**config.mk**
```make
export PLATFORM = sky130hd
export DESIGN_NAME = ram_arbiter
export DESIGN_NICKNAME = d
export VERILOG_FILES = /design/src/rtl/ram_arbiter.sv
export SDC_FILE = /design/constraint.sdc
export NUM_CORES = 1
export LEC_CHECK = 0
export BUFFER_PORTS_ARGS = -buffer_cell sky130_fd_sc_hd__buf_2
export CORE_AREA = 8 8 111 113
export CTS_CLUSTER_DIAMETER = 100
export CTS_CLUSTER_SIZE = 14
export DETAILED_ROUTE_END_ITERATION = 10
export DIE_AREA = 0 0 119 121
export PLACE_DENSITY = 0.48
export SLEW_MARGIN = 10
export SYNTH_ARGS = -nofsm -noshare
export SYNTH_HDL_FRONTEND = slang
export SYNTH_SLANG_ARGS = --single-unit
```
**constraint.sdc**
```tcl
create_clock -name clk -period 2.8 [get_ports clk]
set_input_delay 0.28 -clock clk [delete_from_list [all_inputs] [get_ports clk]]
set_output_delay 0.28 -clock clk [all_outputs]
set_load 0.01 [all_outputs]
```
**src/rtl/ram_arbiter.sv**
```systemverilog
// ram_arbiter: two-master fair arbiter for a shared RAM port; ARB_TIMEOUT_EN adds a grant watchdog.
`ifndef WB_AddrBus
`define WB_AddrBus 31:0
`endif
`ifndef WB_DataBus
`define WB_DataBus 31:0
`endif
module ram_arbiter #(
  parameter int TIMEOUT_CYCLES = 255
) (
  input  logic              clk,
  input  logic              rst,
  input  logic [`WB_AddrBus] m0_addr_i,
  input  logic [`WB_DataBus] m0_data_i,
  input  logic              m0_select_i,
  input  logic              m0_we_i,
  output logic [`WB_DataBus] m0_data_o,
  output logic              m0_ack_o,
  input  logic [`WB_AddrBus] m1_addr_i,
  input  logic [`WB_DataBus] m1_data_i,
  input  logic              m1_select_i,
  input  logic              m1_we_i,
  output logic [`WB_DataBus] m1_data_o,
  output logic              m1_ack_o,
  output logic [`WB_AddrBus] bus_addr_o,
  output logic [`WB_DataBus] bus_data_o,
  output logic              bus_select_o,
  output logic              bus_we_o,
  input  logic [`WB_DataBus] bus_data_i,
  input  logic              bus_ack_i,
  output logic [1:0]        grant_o,
  output logic              arb_timeout_o
);
  typedef enum logic [1:0] {IDLE, GRANT0, GRANT1} state_t;
  state_t state_q, state_d;
  logic [1:0] grant_q, grant_d;
  logic last_q, last_d;
  logic g0, g1, sel, done, tmo;
  assign g0 = state_q == GRANT0;
  assign g1 = state_q == GRANT1;
  assign sel = g0 ? m0_select_i : g1 & m1_select_i;
  assign bus_select_o = sel;
  assign bus_we_o = g0 ? m0_we_i : g1 & m1_we_i;
  assign bus_addr_o = g0 ? m0_addr_i : g1 ? m1_addr_i : '0;
  assign bus_data_o = g0 ? m0_data_i : g1 ? m1_data_i : '0;
  assign m0_ack_o = g0 & bus_ack_i;
  assign m1_ack_o = g1 & bus_ack_i;
  assign m0_data_o = bus_data_i;
  assign m1_data_o = bus_data_i;
  assign grant_o = grant_q;
  always_comb begin
    done = bus_ack_i | ~sel | tmo;
    state_d = state_q;
    last_d = last_q;
    if (state_q == IDLE) begin
      if (m0_select_i && (!m1_select_i || last_q)) state_d = GRANT0;
      else if (m1_select_i) state_d = GRANT1;
    end else if (done) begin
      state_d = IDLE;
      last_d = g1;
    end
    grant_d = {state_d == GRANT1, state_d == GRANT0};
  end
  always_ff @(posedge clk) begin
    if (rst) begin
      state_q <= IDLE;
      grant_q <= 2'b00;
      last_q <= 1'b1;
    end else begin
      state_q <= state_d;
      grant_q <= grant_d;
      last_q <= last_d;
    end
  end
`ifdef ARB_TIMEOUT_EN
  localparam int CW = $clog2(TIMEOUT_CYCLES + 1);
  logic [CW-1:0] cnt_q, cnt_d;
  logic tmo_q, tmo_d;
  // Counter is zero on grant entry; the grant cycle that would reach the limit ends the grant.
  assign tmo = (g0 | g1) & sel & ~bus_ack_i & (cnt_q + CW'(1) == CW'(TIMEOUT_CYCLES));
  always_comb begin
    cnt_d = ((g0 | g1) && !done) ? cnt_q + CW'(1) : '0;
    tmo_d = tmo;
  end
  always_ff @(posedge clk) begin
    if (rst) begin
      cnt_q <= '0;
      tmo_q <= 1'b0;
    end else begin
      cnt_q <= cnt_d;
      tmo_q <= tmo_d;
    end
  end
  assign arb_timeout_o = tmo_q;
`else
  logic unused_timeout;
  assign unused_timeout = ^TIMEOUT_CYCLES;
  assign tmo = 1'b0;
  assign arb_timeout_o = 1'b0;
`endif
endmodule

```
==> flow_metrics.tcl, run 1 <==
set metrics [dict create \
    grt_setup_unrepaired "false" \
    r2r_start "state_q[0]" \
    critPathSlowestCell "and2b_2" \
    ant_nets 0 \
    dieArea_um2 14400 \
    grt_max_degree 39 \
    netlist_top_cells_area "a22o_1, buf_4, dfxtp_1, buf_2, buf_6" \
    path_max_fanout 37 \
    wl_per_cell_um 16.2 \
    slew_headroom_pct 60.5 \
    syn2layout_area_growth_pct 49.5 \
    fin_skew_ns 0.00162 \
    netlist_area_um2 1400 \
    initial_utilization_pct 13.2 \
    synth_cell_type_count 18 \
    slowest_delay_ns 0.59 \
    clock.fmax_mhz 465 \
    route.detailed.drc 0 \
    synth_top_area_share_pct 41.2 \
    die_y_um 121 \
    cp-start-kind "register" \
    first_iter_violations 58 \
    period_needed_ns 2.15 \
    wirelength_um 7130 \
    placed_cells 437 \
    path_cells "and2b_2 > buf_12 > a22o_1 > buf_2" \
    cts_resized 0 \
    yosys.area.top_type "a22o_1" \
    dp_hpwl_um 6060 \
    ys_warn_count 0 \
    finalSetupTns_ns 0 \
    first_pass_iters 4 \
    cp-startpoint "state_q[0]" \
    viasPerCell 4.11 \
    reg2reg_to "last_q" \
    nNetsFinal 469 \
    track_usage_pct 8.47 \
    yosysSeqAreaShare_pct 7.14 \
    cp.arrival_ns 1.87 \
    status "complete, no violations" \
    cts_setup_buffers 0 \
    p_per_area_nw_per_um2 259 \
    cp.depth 4 \
    coreArea_um2 10600 \
    r2r_setup_slack_ns 1.52 \
    peakVddDrop_uv 155 \
    die_x_um 119 \
    reg2regPathDepth 3 \
    tightest_slew_ns 0.593 \
    clkLatencyLatePin_ns 0.22 \
    drive_gt1_share_pct 70.4 \
    leakagePower_nw 1.27 \
    syn_area_per_cell_um2 8.25 \
    crit_path_end "bus_addr_o[29]" \
    hold_viol_final 0 \
    finalSetupViolCount 0 \
    dpl_cell_area_um2 2050 \
    cp_num_buf_inv 2 \
    design_area_um2 2100 \
    end_kind "output pin" \
    place.gp.congestion 0.821 \
    hp-class "in2reg" \
    synthCells 170 \
    crit_type "reg2out" \
    grt_antenna_before_repair 0 \
    cts_buffers 3 \
    clock-sinks 5 \
    ys_seq_elements 5 \
    htreeDepth 1 \
    slew_viol_final 0 \
    synth_nets 337 \
    io_pins 302 \
    grt_overflow 0 \
    cts_tree "done" \
    cts_root_buf "clkbuf_8" \
    num_vias 1813 \
    clk_path_buf_depth 2 \
    grt_pass1_vias 1726 \
    std_cell_rows 38 \
    maxCapViolCount 0 \
    clk_pin_slew_worst_paths_ns 0.03 \
    fin_cells 441 \
    critPathTopFamily "simple AND/OR/NAND/NOR gates" \
    cts_hold_buf 0 \
    port_buffers 204 \
    finalCritPeriodShare_pct 76.7 \
    grt_pass1_wl_um 10100 \
    required_ns 2.52 \
    antennaDiodeCount 0 \
]
==> worst min-delay path by stage <==
stage | start | endpoint | slack [ns] | cells past startpoint
finish | rst | state_q[0] | 0.29 | 2
global route | rst | state_q[0] | 0.29 | 2
CTS | rst | state_q[0] | 0.28 | 2
detailed placement | rst | grant_o[0] | 0.51 | 2
global placement | rst | state_q[0] | 0.50 | 2
floorplan | rst | grant_o[0] | 0.36 | 1
==> cells in the mapped netlist <==
master    number
buf_6          3
conb_1         1
nor3b_1        1
a22o_1        66
nor4bb_1       3
dfxtp_1        5
and4_1         2
nand2_1        2
and2b_1        1
buf_4         69
nor2b_1        3
clkbuf_1       1
nand3b_1       1
nor2_1         1
a2111o_1       1
nand2b_1       1
buf_2          7
and2_1         2
==> area by class of cell <==
cell class | count | area, um^2
Timing Repair Buffer | 207 | 1060
Fill cell | 1197 | 8510
Multi-Input combinational cell | 85 | 721
Tap cell | 140 | 175
Clock buffer | 4 | 45.0
Sequential cell | 5 | 100
==> cells by family after synthesis <==
family,synth area share [%]
simple gates,8.48
buf+inv,42.1
flops,7.14
other cells,0.267
compound gates,42.0
==> state kept, by name (all words and copies together), names as in the netlist <==
register  count
grant_o       2
state_q       2
last_q        1
==> power by group <==
part	switching, mW	internal, mW	total (mW)
Sequential	0.00445	0.0764	0.0809
Clock	0.0357	0.0978	0.133
Combinational	0.155	0.174	0.329
==> metrics by stage <==
stage / power, mW / hold WS (ns) / util [%] / setup slack (ns)
floorplan: 0.332 / 0.356 / - / 1.44
global placement: 0.412 / 0.505 / 19.4 / 0.940
detailed placement: 0.414 / 0.513 / 19.4 / 0.838
CTS: 0.552 / 0.282 / 19.8 / 0.599
global route: 0.583 / 0.294 / 19.8 / 0.521
finish: 0.543 / 0.289 / 19.8 / 0.651
==> cell usage in the layout (no fill, tap or decap), drive strengths merged <==
master / count
nand3b: 1
a22o: 66
nand2b: 1
dfxtp: 5
and2: 2
and2b: 1
and4: 2
nor4bb: 3
a2111o: 1
buf: 207
clkbuf: 4
nor2: 1
nor3b: 1
nand2: 2
nor2b: 3
conb: 1
==> layer usage <==
layer / share of wire [%] / global-route usage, %
met2: 51 / 14.4
met1: 36 / 9.26
met4: 1.7 / 2.53
met5: 0 / 0
met3: 12 / 3.91
Power figures use the tool's default switching activity.
==> run 2: changes to the inputs <==
ABC_AREA = 1   (was not set)
CORE_AREA = 8 8 110 112   (was 8 8 111 113)
DIE_AREA = 0 0 118 120   (was 0 0 119 121)
PLACE_DENSITY = 0.52   (was 0.48)
clock period = 2 ns   (was 2.8 ns; I/O delays follow)
==> flow_metrics.tcl, run 2 <==
set metrics [dict create \
    grt_pass1_vias 2338 \
    p_per_area_nw_per_um2 336 \
    dieArea_um2 14200 \
    io_pins 302 \
    ys_warn_count 0 \
    crit_top_cell "nand2_1" \
    end_kind "output pin" \
    cts_hold_buf 0 \
    wl_per_cell_um 13.1 \
    netlist_top_cells_area "buf_4, nand2_1, nand3_1, dfxtp_1, buf_6" \
    cp-start-kind "register" \
    cp-startpoint "state_q[1]" \
    htreeDepth 1 \
    slowest_delay_ns 0.43 \
    grt_max_degree 67 \
    synth_most_common_cell "nand2_1" \
    clk_path_buf_depth 2 \
    coreArea_um2 10500 \
    clock.fmax_mhz 620 \
    dp_hpwl_um 6470 \
    synthCells 316 \
    hp-class "in2reg" \
    track_usage_pct 9.67 \
    hold_viol_final 0 \
    maxCapViolCount 0 \
    grt_overflow 0 \
    wirelength_um 7650 \
    crit_type "reg2out" \
    initial_utilization_pct 16.1 \
    slew_viol_final 0 \
    grt_setup_unrepaired "false" \
    fin_skew_ns 0.00190 \
    die_x_um 118 \
    nFillCells 1231 \
    ys_seq_elements 5 \
    clock-sinks 5 \
    cts_setup_buffers 0 \
    async_flop_share_pct 0 \
    port_buffers 204 \
    path_cells "nand2_2 > inv_2 > buf_12 > nand2_1 > nand2_1 > buf_2" \
    finalSetupViolCount 0 \
    netlist_area_um2 1690 \
    synth_nets 483 \
    worstHoldStart "rst" \
    netlist_top_cells_count "nand2_1, nand3_1, buf_4" \
    synth_cell_type_count 15 \
    ant_nets 0 \
    viasPerCell 4.07 \
    first_iter_violations 46 \
    critPathTopFamily "buffers and inverters" \
    period_needed_ns 1.61 \
    grt_pass1_wl_um 11600 \
    final_common_cell "buf_2" \
    r2r_start "state_q[1]" \
    die_y_um 120 \
    first_pass_iters 4 \
    route.detailed.drc 0 \
    yosysSeqAreaShare_pct 5.91 \
    required_ns 1.80 \
    clkLatencyLatePin_ns 0.22 \
    cp.arrival_ns 1.41 \
    synth_edf_count 0 \
    yosys.area.top_type "buf_4" \
    cts_resized 0 \
    cts_tree "done" \
    place.gp.congestion 0.776 \
    std_cell_rows 38 \
    final_cell_mix "buf_2, nand2_1, nand3_1" \
    peakVddDrop_uv 133 \
    r2r_setup_slack_ns 0.64 \
    drive_gt1_share_pct 49.1 \
    ys.flop_type "dfxtp_1" \
    cts_root_buf "clkbuf_8" \
    synth_top_area_share_pct 30.6 \
    finalCritPeriodShare_pct 80.7 \
    grt_antenna_before_repair 0 \
    leakagePower_nw 1.60 \
    finalSetupTns_ns 0 \
    clk_pin_slew_worst_paths_ns 0.03 \
    num_vias 2368 \
    cts_buffers 3 \
    cp_num_buf_inv 3 \
    path_max_fanout 66 \
    status "complete, no violations" \
    nNetsFinal 610 \
    syn_area_per_cell_um2 5.36 \
    antennaDiodeCount 0 \
    critPathSlowestCell "dfxtp_1" \
    fin_util_pct 22.2 \
    syn2layout_area_growth_pct 37.7 \
]
==> run 2: cell types whose count changed in the layout (fill, tap and decap cells not counted), sizes merged, moves of 3 or more <==
| cell | change |
|---|---|
| a21oi | +5 |
| a22o | -66 |
| inv | +6 |
| nand2 | +136 |
| nand3 | +71 |
| nor2b | -3 |
| nor4bb | -3 |
==> run 2: layout make-up <==
class	instances	area, um^2	share of cell area, %
inverters	6	22.5	0.966
well taps	140	175	7.51
repair buffers	209	1070	45.9
flip-flops and latches	5	101	4.35
clock buffers	4	45.0	1.93
multi-input cells	218	917	39.3
==> run 2: cell families after synthesis <==
group / count (synthesis) / synth area share, %
other: 1 / 0.221
and+or+nand+nor: 212 / 52.4
DFF: 5 / 5.91
buffers and inverters: 93 / 40.0
AOI/OAI and AO/OA: 5 / 1.48
==> run 2: per-layer routing <==
metal	wire length (um)	global-route usage [%]	up-vias
met5	0	0	-
li1	-	-	1184
met3	720	3.71	20
met2	3960	19.1	148
met4	220	4.08	0
met1	2750	8.54	1016
==> run 2: final timing paths <==
path / endpoint / depth (start not counted)
worst max-delay path: bus_data_o[10] / 6
worst min-delay path: state_q[1] / 2
worst max register to register: last_q / 7
worst min register to register: last_q / 2
==> run 2: worst register-to-register path, delay by kind of cell (launching register included) <==
kind,cells,cell delay (ns)
and+or+nand+nor,4,0.39
DFF,1,0.36
AOI/OAI and AO/OA,1,0.12
buffers and inverters,2,0.36
==> run 2: per-stage QoR <==
| step | hold WS [ns] | instance area [um^2] | worst slack (ns) | std cells | power, mW |
|---|---|---|---|---|---|
| 6_report | 0.200 | 2330 | 0.387 | 582 | 0.783 |
| 2_1_floorplan | 0.269 | 1690 | 0.834 | 316 | 0.489 |
| 3_3_place_gp | 0.400 | 2290 | 0.651 | 578 | 0.599 |
| 5_1_grt | 0.211 | 2330 | 0.276 | 582 | 0.842 |
| 3_5_place_dp | 0.400 | 2290 | 0.617 | 578 | 0.604 |
| 4_1_cts | 0.200 | 2330 | 0.383 | 582 | 0.790 |
==> run 2: report_power, final <==
group          leakage (nW)  switching (mW)  internal, mW
sequential           0.0416         0.00481         0.108
combinational          1.53           0.266         0.220
clock                0.0228          0.0472         0.137
==> run 3: changes to the inputs <==
ABC_AREA = 0   (was 1)
CORE_AREA = 8 8 112 114   (was 8 8 110 112)
DIE_AREA = 0 0 120 122   (was 0 0 118 120)
PLACE_DENSITY = 0.48   (was 0.52)
clock period = 1.7 ns   (was 2 ns; I/O delays follow)
==> flow_metrics.tcl, run 3 (same netlist as run 1, synthesis figures left out) <==
set metrics [dict create \
    layout_setup_ws_ns 0.103 \
    leakagePower_nw 1.29 \
    grt_antenna_before_repair 0 \
    port_buffers 204 \
    path_cells "and2b_2 > clkbuf_16 > a22o_1 > buf_2" \
    fin_cells 442 \
    htreeDepth 1 \
    syn2layout_area_growth_pct 53.3 \
    cts_tree "done" \
    maxCapViolCount 0 \
    cts_buffers 3 \
    cts_setup_buffers 0 \
    grt_pass1_vias 1734 \
    io_pins 302 \
    grt_overflow 0 \
    finalCritPeriodShare_pct 94.0 \
    first_pass_iters 4 \
    hold_viol_final 0 \
    cp-start-kind "register" \
    fin_skew_ns 0.00227 \
    crit_type "reg2out" \
    num_vias 1785 \
    nNetsFinal 470 \
    end_kind "output pin" \
    p_per_area_nw_per_um2 431 \
    grt_pass1_wl_um 10200 \
    track_usage_pct 8.34 \
    critPathSlowestCell "dfxtp_2" \
    std_cell_rows 38 \
    finalSetupViolCount 0 \
    grt_setup_unrepaired "false" \
    status "complete, no violations" \
    period_needed_ns 1.60 \
    route.detailed.drc 0 \
    drive_gt1_share_pct 71.2 \
    slew_viol_final 0 \
    nFillCells 1207 \
    cp_num_buf_inv 2 \
    required_ns 1.53 \
    fin_util_pct 20.1 \
    finalSetupTns_ns 0 \
    viasPerCell 4.04 \
    ant_nets 0 \
    hp-class "in2reg" \
    die_y_um 122 \
    final_common_cell "buf_2" \
    clock-sinks 5 \
    die_x_um 120 \
    clkLatencyLatePin_ns 0.23 \
    cts_root_buf "clkbuf_8" \
    slowest_delay_ns 0.36 \
    grt_max_degree 67 \
    antennaDiodeCount 0 \
    coreArea_um2 10700 \
    dp_slack_ns 0.207 \
    place.gp.congestion 0.776 \
    placed_cells 437 \
    initial_utilization_pct 13.1 \
    first_iter_violations 53 \
    cp.arrival_ns 1.43 \
    clk_pin_slew_worst_paths_ns 0.04 \
    dp_hpwl_um 6070 \
    dieArea_um2 14600 \
    wirelength_um 7410 \
    timing.hold.ws_ns 0.164 \
    critPathTopFamily "flip-flops" \
    path_max_fanout 33 \
    peakVddDrop_uv 249 \
    clk_path_buf_depth 2 \
    wl_per_cell_um 16.8 \
    clock.fmax_mhz 626 \
    final_cell_mix "buf_2, a22o_1" \
]
[run 3: changes by cell type in the layout (fill, tap and decap cells not counted), sizes merged, moves of 3 or more]
cell,delta
a22o,+66
a21oi,-5
nand2,-136
nand3,-71
inv,-6
nor2b,+3
nor4bb,+3
[run 3: final timing paths]
kind,from,to,slack (ns),cells past startpoint
hold reg to reg,state_q[1],state_q[1],0.61,2
setup / recovery,state_q[1],bus_data_o[15],0.10,4
hold / removal,rst,state_q[0],0.16,2
setup reg to reg,state_q[1],last_q,0.58,3
[run 3: power by group]
group	internal, mW	switching [mW]	total, mW
clock network	0.162	0.0695	0.231
logic	0.301	0.260	0.561
registers	0.126	0.00812	0.135
total	0.589	0.337	0.927
[run 3: area by class of cell]
cell class              count  area (um^2)  area share (%)
clock buffers               4         45.0            2.10
multi-input cells          85          721            33.5
flip-flops and latches      5          103            4.77
well taps                 140          175            8.15
repair buffers            208         1110            51.5
[run 3: metal layers]
metal / part of all wire [%] / GRT usage [%] / vias to the layer above / wire [um]
met1: 35 / 8.30 / 802 / 2610
met3: 11 / 3.61 / 13 / 852
met2: 52 / 15.2 / 131 / 3840
met4: 1.5 / 3.12 / 0 / 112
met5: 0 / 0 / - / 0
li1: - / - / 839 / -
[run 3: stage by stage]
step / total power [mW] / cell area, um^2
after floorplan: 0.547 / 1400
after global placement: 0.685 / 2080
after detailed placement: 0.687 / 2080
after CTS: 0.923 / 2120
after global routing: 0.989 / 2150
final: 0.927 / 2150
[run 3: repair_timing]
| item | CTS | global route |
|---|---|---|
| pin swaps | 0 | 0 |
| gates cloned | 0 | 1 |
| hold buffers | 0 | 0 |
| gates resized for setup | 1 | 1 |
| setup endpoints to repair | 2 | 1 |
[run 3: worst reg2reg max path, stage by stage (launching register included)]
cell and delay [ns]:
dfxtp_2 0.34, nor2b_4 0.15, buf_12 0.16, a2111o_1 0.37
